===== config.mk =====
export PLATFORM = sky130hd
export DESIGN_NAME = oc8051_muldiv_seq
export DESIGN_NICKNAME = d
export VERILOG_FILES = /design/src/rtl/oc8051_muldiv_seq.sv
export SDC_FILE = /design/constraint.sdc
export NUM_CORES = 1
export LEC_CHECK = 0
export CORE_ASPECT_RATIO = 1.1
export CORE_UTILIZATION = 50
export CTS_CLUSTER_DIAMETER = 150
export DETAILED_ROUTE_END_ITERATION = 10
export MAX_ROUTING_LAYER = met4
export PLACE_DENSITY_LB_ADDON = 0.3
export SLEW_MARGIN = 20
export SYNTH_ARGS = -nofsm -noshare
export SYNTH_HDL_FRONTEND = slang
export SYNTH_SLANG_ARGS = --single-unit

===== constraint.sdc =====
create_clock -name clk -period 2.9 [get_ports clk]
set_input_delay 0.87 -clock clk [delete_from_list [all_inputs] [get_ports clk]]
set_output_delay 0.87 -clock clk [all_outputs]
set_load 0.005 [all_outputs]

===== src/rtl/oc8051_muldiv_seq.sv =====
// Sequential radix-2 MUL AB / DIV AB engine: one bit per clock, start/busy/done handshake.
// Multiply is shift-add LSB-first; divide is restoring MSB-first. Both share one hi/lo shift pair.
module oc8051_muldiv_seq #(
    parameter int DW = 8
) (
    input  logic          clk,
    input  logic          rst,
    input  logic          start,
    input  logic          op_div,
    input  logic [DW-1:0] src1,
    input  logic [DW-1:0] src2,
    output logic          busy,
    output logic          done,
    output logic [DW-1:0] des1,
    output logic [DW-1:0] des2,
    output logic          desOv
);

    localparam int CW = (DW > 1) ? $clog2(DW) : 1;

    typedef enum logic [1:0] {IDLE, RUN, FIN} state_t;

    state_t        state, state_nxt;
    logic [CW-1:0] cnt;
    logic          is_div;
    logic [DW-1:0] opnd;
    logic [DW-1:0] hi, lo;
    logic          load;
    logic          last_iter;

    logic [DW:0]   mul_sum;
    logic [DW:0]   rem_sh;
    logic [DW+1:0] trial;
    logic          div_ge;
    logic [DW-1:0] hi_nxt, lo_nxt;

    assign last_iter = (cnt == CW'(DW - 1));

    always_ff @(posedge clk) begin
        if (rst) state <= IDLE;
        else     state <= state_nxt;
    end

    always_comb begin
        state_nxt = state;
        load      = 1'b0;
        busy      = 1'b0;
        done      = 1'b0;
        case (state)
            IDLE: begin
                if (start) begin
                    state_nxt = RUN;
                    load      = 1'b1;
                end
            end
            RUN: begin
                busy = 1'b1;
                if (last_iter) state_nxt = FIN;
            end
            FIN: begin
                done = 1'b1;
                if (start) begin
                    state_nxt = RUN;
                    load      = 1'b1;
                end else begin
                    state_nxt = IDLE;
                end
            end
            default: state_nxt = IDLE;
        endcase
    end

    // Remainder shifted left can reach DW+1 bits, so the trial keeps an extra borrow bit.
    always_comb begin
        mul_sum = {1'b0, hi} + (lo[0] ? {1'b0, opnd} : {(DW+1){1'b0}});
        rem_sh  = {hi, lo[DW-1]};
        trial   = {1'b0, rem_sh} - {2'b00, opnd};
        div_ge  = ~trial[DW+1];
        if (is_div) begin
            hi_nxt = div_ge ? trial[DW-1:0] : rem_sh[DW-1:0];
            lo_nxt = {lo[DW-2:0], div_ge};
        end else begin
            hi_nxt = mul_sum[DW:1];
            lo_nxt = {mul_sum[0], lo[DW-1:1]};
        end
    end

    always_ff @(posedge clk) begin
        if (rst) begin
            cnt    <= '0;
            is_div <= 1'b0;
            opnd   <= '0;
            hi     <= '0;
            lo     <= '0;
            des1   <= '0;
            des2   <= '0;
            desOv  <= 1'b0;
        end else if (load) begin
            cnt    <= '0;
            is_div <= op_div;
            opnd   <= op_div ? src2 : src1;
            lo     <= op_div ? src1 : src2;
            hi     <= '0;
        end else if (state == RUN) begin
            cnt <= cnt + CW'(1);
            hi  <= hi_nxt;
            lo  <= lo_nxt;
            if (last_iter) begin
                des1  <= lo_nxt;
                des2  <= hi_nxt;
                desOv <= is_div ? (opnd == '0) : (hi_nxt != '0);
            end
        end
    end

endmodule


**Yosys cells after proc, flatten, opt, wreduce, memory -nomap -nowiden**

Cells that the tools add are included.

- Reductions and logical operators: 8
- Multiplexer cells: 17
- Add/subtract/negate cells: 3
- Equality and inequality tests: 5
- Bitwise logic cells: 2

Operator list:

| cell | number |
|---|---|
| two-way mux 8 bit | 8 |
| subtractor 9 x 8 -> 10 bit | 1 |
| adder 8 x 8 -> 9 bit | 1 |
| zero test 8 bit | 1 |
| nonzero test 8 bit | 1 |
| two-way mux 1 bit | 6 |
| one-hot mux 2 bit (3 select lines) | 1 |
| two-way mux 2 bit | 2 |
| inequality test 2 bit (second input constant) | 2 |
| OR reduction 2 bit | 2 |
| adder 3 x 1 -> 3 bit (second input constant) | 1 |
| == test 3 bit (second input constant) | 1 |
| AND reduction 3 bit | 1 |
| == test 2 x 1 -> 1 bit (second input constant) | 1 |
| == test 2 bit (second input constant) | 1 |
| zero test 2 bit | 1 |
| NOT 1 bit | 2 |
| AND reduction 2 bit | 1 |
| nonzero test 2 bit | 1 |

- Output and inout bits: 19
- Logic and storage cells: 44
- Bits in registers: 47
- Bits of input ports: 20

**Longest topological paths before layout**

- Word-level depth: 5
- Depth in mapped cells: 11
- Depth with buffers taken out: 11

**Least setup slack after synthesis**

No wires, ideal clock.

- Kind: flip-flop to flip-flop
- Start: register opnd[1]
- End: register desOv
- Stages on the path, launching flop included: 10
- Setup slack: 560 ps
- Data arrival time: 2213 ps
- Required time: 2773 ps
- Cells stage by stage: dfxtp_1 inv_1 ha_1 nor2b_1 o2111a_1 or4_1 a211o_1 o211a_1 nor2_1 a31oi_1

- Cells in the longest elaborated chain, start to end: 5
- Elaborated cells on any way between the ends: 8

Ends and longest elaborated chain:

| item | RTL line | text |
|---|---|---|
| from (decl) | 26 | `logic [DW-1:0] opnd;` |
| from (signal assigned) | 101 | `opnd <= op_div ? src2 : src1;` |
| subtractor 9 x 8 -> 10 bit or two-way mux 8 bit (tied branches) | 77, 75 |  |
| two-way mux 8 bit or adder 8 x 8 -> 9 bit (tied branches) | 80, 75 |  |
| two-way mux 8 bit | 79 | `if (is_div) begin` |
| nonzero test 8 bit | 111 | `desOv <= is_div ? (opnd == '0) : (hi_nxt != '0);` |
| two-way mux 1 bit (*) | 111 |  |
| to (signal assigned) | 111 |  |
| to (decl) | 16 | `output logic desOv` |

Every way passes the cells marked *; elsewhere a longest branch is shown, timed or not.
A chain may end at the register's enable or synchronous reset.

**Worst setup path after layout**

Ends and elaborated chain as after synthesis.

==> results list <==
- Clock-pin slew was measured on the worst setup and hold paths at 90 ps.
- Timing would allow up to 398 MHz.
* Starting Density: between 50% and 60%
* Ports: 39
- Global routing used 24.7% of the available tracks across all layers.
- The startpoint identified for the worst register-to-register timing path is opnd[1]$_SDFFE_PP0P_.
- Critical R2R Capture: desOv$_SDFFE_PP0P_
- Final net count: 429
- The via count of the first global-routing pass is 2450.
- Largest net degree at the start of global routing: 37
* Beginning of the worst hold path: des2[6]$_SDFFE_PP0P_
* Filler cell count in the final layout: between 500 and 600
* Sum of net half-perimeters after detailed placement: 5220 um
- The initial antenna violation count is 0.
- Iteration-0 DRC count of the detailed router: 151
* Power consumption: 1.50 mW
- Layout overhead on the synthesized area: 17.8%
- Across the whole layout, storage elements account for 941 um^2.
- Number of clock sinks seen by CTS: between 40 and 50
- Adding up every negative setup slack in the final design gives 0 ps.
- Measured against its own limit, the worst slew margin works out to 74.8%.
- Max-cap violations in this run came to 0.
- Async set or reset register ratio after synthesis: 0%
- The final count of hold timing violations was 0.
- The run finished with clean final reports.
- Hold Path End: des2[6]$_SDFFE_PP0P_
- The count of nets left with antenna violations once routing finished came out at 0.
- The biggest area contributor in the post-synthesis netlist is sky130_fd_sc_hd__dfxtp_1.
* Combined area of the multi-input logic cells: 1850 um^2
- Critical Path Slowest Stage Cell: sky130_fd_sc_hd__or4_1
- Required time of the critical path: 3090 ps
* Crit path launch type: register
* Max-slew violations: 0
- Number of enable flip-flop cells after synthesis: 0
- Level count of the clock H-tree: 2
- The analysis attributes to cell leakage a power of around 1.3 nW.
* Top Family by Delay on Critical Path: compound AO/OA/AOI/OAI gates
- Dividing the detail-routed via count by the number of cells gives between 5 and 6.
- Worst Skew: 8.41 ps
- Flop-to-flop setup slack: 380 ps
* Leading cell type in the layout, fill and taps excluded: sky130_fd_sc_hd__nor2_1
* Top-area cell type share of the netlist area: 31.9%
- Across the VDD grid, the largest voltage drop is 0.000270 V.
- The library cells used most frequently in the layout, excluding fill and tap cells, are 55 x sky130_fd_sc_hd__nor2_1, 47 x sky130_fd_sc_hd__dfxtp_1, 43 x sky130_fd_sc_hd__a211oi_1.
- Counting both buffers and inverters, the worst setup path holds a total of 1.
- Delay contributed by the slowest stage of the critical path: 470 ps
- At the end of routability-driven placement, the weighted congestion stood at 0.922.
- Type of element capturing the critical path: register
- Once the clock tree was built, the resizer swapped 0 gates to a different size.
- Largest cells by area after synthesis: sky130_fd_sc_hd__dfxtp_1 32%, sky130_fd_sc_hd__a211oi_1 11%, sky130_fd_sc_hd__mux2i_1 8.8%, sky130_fd_sc_hd__ha_1 7.6%, sky130_fd_sc_hd__nor2_1 7.0%
- Residual DRC count: 0
- In this run the horizontal extent of the chip is 75.2 um.
- The first detailed-routing pass ran for 4 iterations.
- Power Dens Cells: roughly 430 nW/um^2
- After layout, the worst path uses between 80% and 90% of the clock period.
- Setup repair after global routing left no endpoint under its margin.
- Routed WL per cell: 14.8 um
- The number of nets in the synthesized netlist is 397.
- Data arrival time at the worst-slack endpoint: 2700 ps
- Number of cells on the worst hold path: 2
- Post-Synthesis Mean Instance Area: 8.25 um^2
* Clock Root Buffer: sky130_fd_sc_hd__clkbuf_8
- Ant diodes: 0
- Counting buffers and inverters, the worst setup path is 9 cells deep.
- Synthesized area: approximately 3000 um^2
- Site row count: 28
- Share of layout cells above drive strength 1: 6.41%
- Via count: 2646
- Setup violations remaining at the end of the flow were counted as 0.
* Number of input and output port buffers inserted: 38
- Placed Area: 3370 um^2
* Path depth of the worst reg2reg path: 9
- Traced cell by cell, the critical path runs through inv_1 -> ha_1 -> nor2b_1 -> o2111a_1 -> or4_1 -> a211o_1 -> o211a_1 -> nor2_1 -> a31oi_1.
* Cell area after layout: about 3500 um^2
* Number of buffers created by CTS: 5
- Synth Register Bits: 47
* Core utilization of the finished layout: a little over three fifths
- The die covers 6200 um^2.
* Die height: slightly above 80 um
- Clock tree from TritonCTS: yes
- In this run the worst hold path is classified as register to register.
- Number of warnings issued by yosys: 0
* Peak fanout along the critical path: 4
- Overall routed net length: 6900 um
- Buffer levels on the longest clock path: 2
* Critical path start-end classification: register to register
* Overall overflow remaining after global route: 0
- In the synthesized netlist, the number of instances is 357.
* Total core area: 5540 um^2
- Number of hold buffers added after CTS: 0
- The most used flip-flop cell after synthesis is sky130_fd_sc_hd__dfxtp_1.
- Slew at the pin closest to its max-slew limit: 375 ps
* Shortest clock period the worst path allows after layout: 2520 ps
- In this run the post-CTS setup repair buffer count came out at 0.
- Clock latency at the later pin of the worst-skew pair: roughly 300 ps
* Distinct cell type count after synthesis: 52
- The first global-routing pass estimated 11200 um of wire.
- Sequential-to-total area share from yosys stat: 31.9%
-- through the flow --
step	std cells	hold WS, ps	setup slack, ps
floorplan	357	440	560
global placement	457	442	442
detailed placement	457	448	386
CTS	465	460	367
global route	465	482	181
finish	465	460	385
-- worst reg2reg max path: cells and delay by family, from the launching register on --
family,cells,cell delay (ps)
AND/OR/NAND/NOR,3,740
AO/OA/AOI/OAI,4,920
adder cells (fa/ha/maj),1,280
flip-flops,1,380
buffers and inverters,1,90
-- routing by layer --
layer,global-route usage (%),part of all wire [%]
met1,29.1,43
met2,42.4,51
met5,-,0
met3,4.00,3.4
met4,9.26,2.4
-- state kept, by name, indices dropped and copies added (netlist names) --
signal / count
des1: 8
des2: 8
hi: 8
lo: 8
opnd: 8
cnt: 3
state: 2
desOv: 1
is_div: 1
-- power by group --
part | switching, mW | total, mW | leakage [nW] | internal, mW
clock network | 0.224 | 0.419 | 0.0474 | 0.195
registers | 0.0318 | 0.705 | 0.383 | 0.674
logic | 0.213 | 0.379 | 0.908 | 0.167
total | 0.468 | 1.50 | 1.34 | 1.04
-- cells by family after synthesis --
kind of cell | count (synthesis) | synth area share [%]
simple gates | 123 | 19.2
compound gates | 97 | 23.1
flops | 47 | 31.9
buf+inv | 36 | 5.52
mux | 26 | 8.83
fa+ha+maj | 20 | 9.00
xor+xnor | 8 | 2.38
-- cells in the mapped netlist (all sizes together), types with 5 or more instances --
cell     n
and2    10
a211oi  43
ha      18
mux2i   26
or2      5
dfxtp   47
nor2b    5
nand2   28
buf      6
clkbuf  14
nor2    55
inv     16
a21oi   23
o21ai    6
-- how the worst max path moves through the flow --
stage / startpoint / endpoint / slack, ps
6_report: opnd[1]$_SDFFE_PP0P_ / desOv$_SDFFE_PP0P_ / 380
5_1_grt: lo[0]$_SDFFE_PP0P_ / hi[7]$_SDFFE_PP0P_ / 180
4_1_cts: opnd[1]$_SDFFE_PP0P_ / desOv$_SDFFE_PP0P_ / 370
3_5_place_dp: opnd[1]$_SDFFE_PP0P_ / desOv$_SDFFE_PP0P_ / 390
3_3_place_gp: opnd[1]$_SDFFE_PP0P_ / desOv$_SDFFE_PP0P_ / 440
2_1_floorplan: opnd[1]$_SDFFE_PP0P_ / desOv$_SDFFE_PP0P_ / 560
-- layout make-up --
class	count	area share, %
Timing Repair Buffer	45	12.5
Clock buffer	6	2.38
Sequential cell	47	27.1
Multi-Input combinational cell	274	53.2
Clock inverter	2	0.468
Tap cell	75	2.70
Inverter	16	1.73
Note: power is estimated with default switching activity, not from simulation.
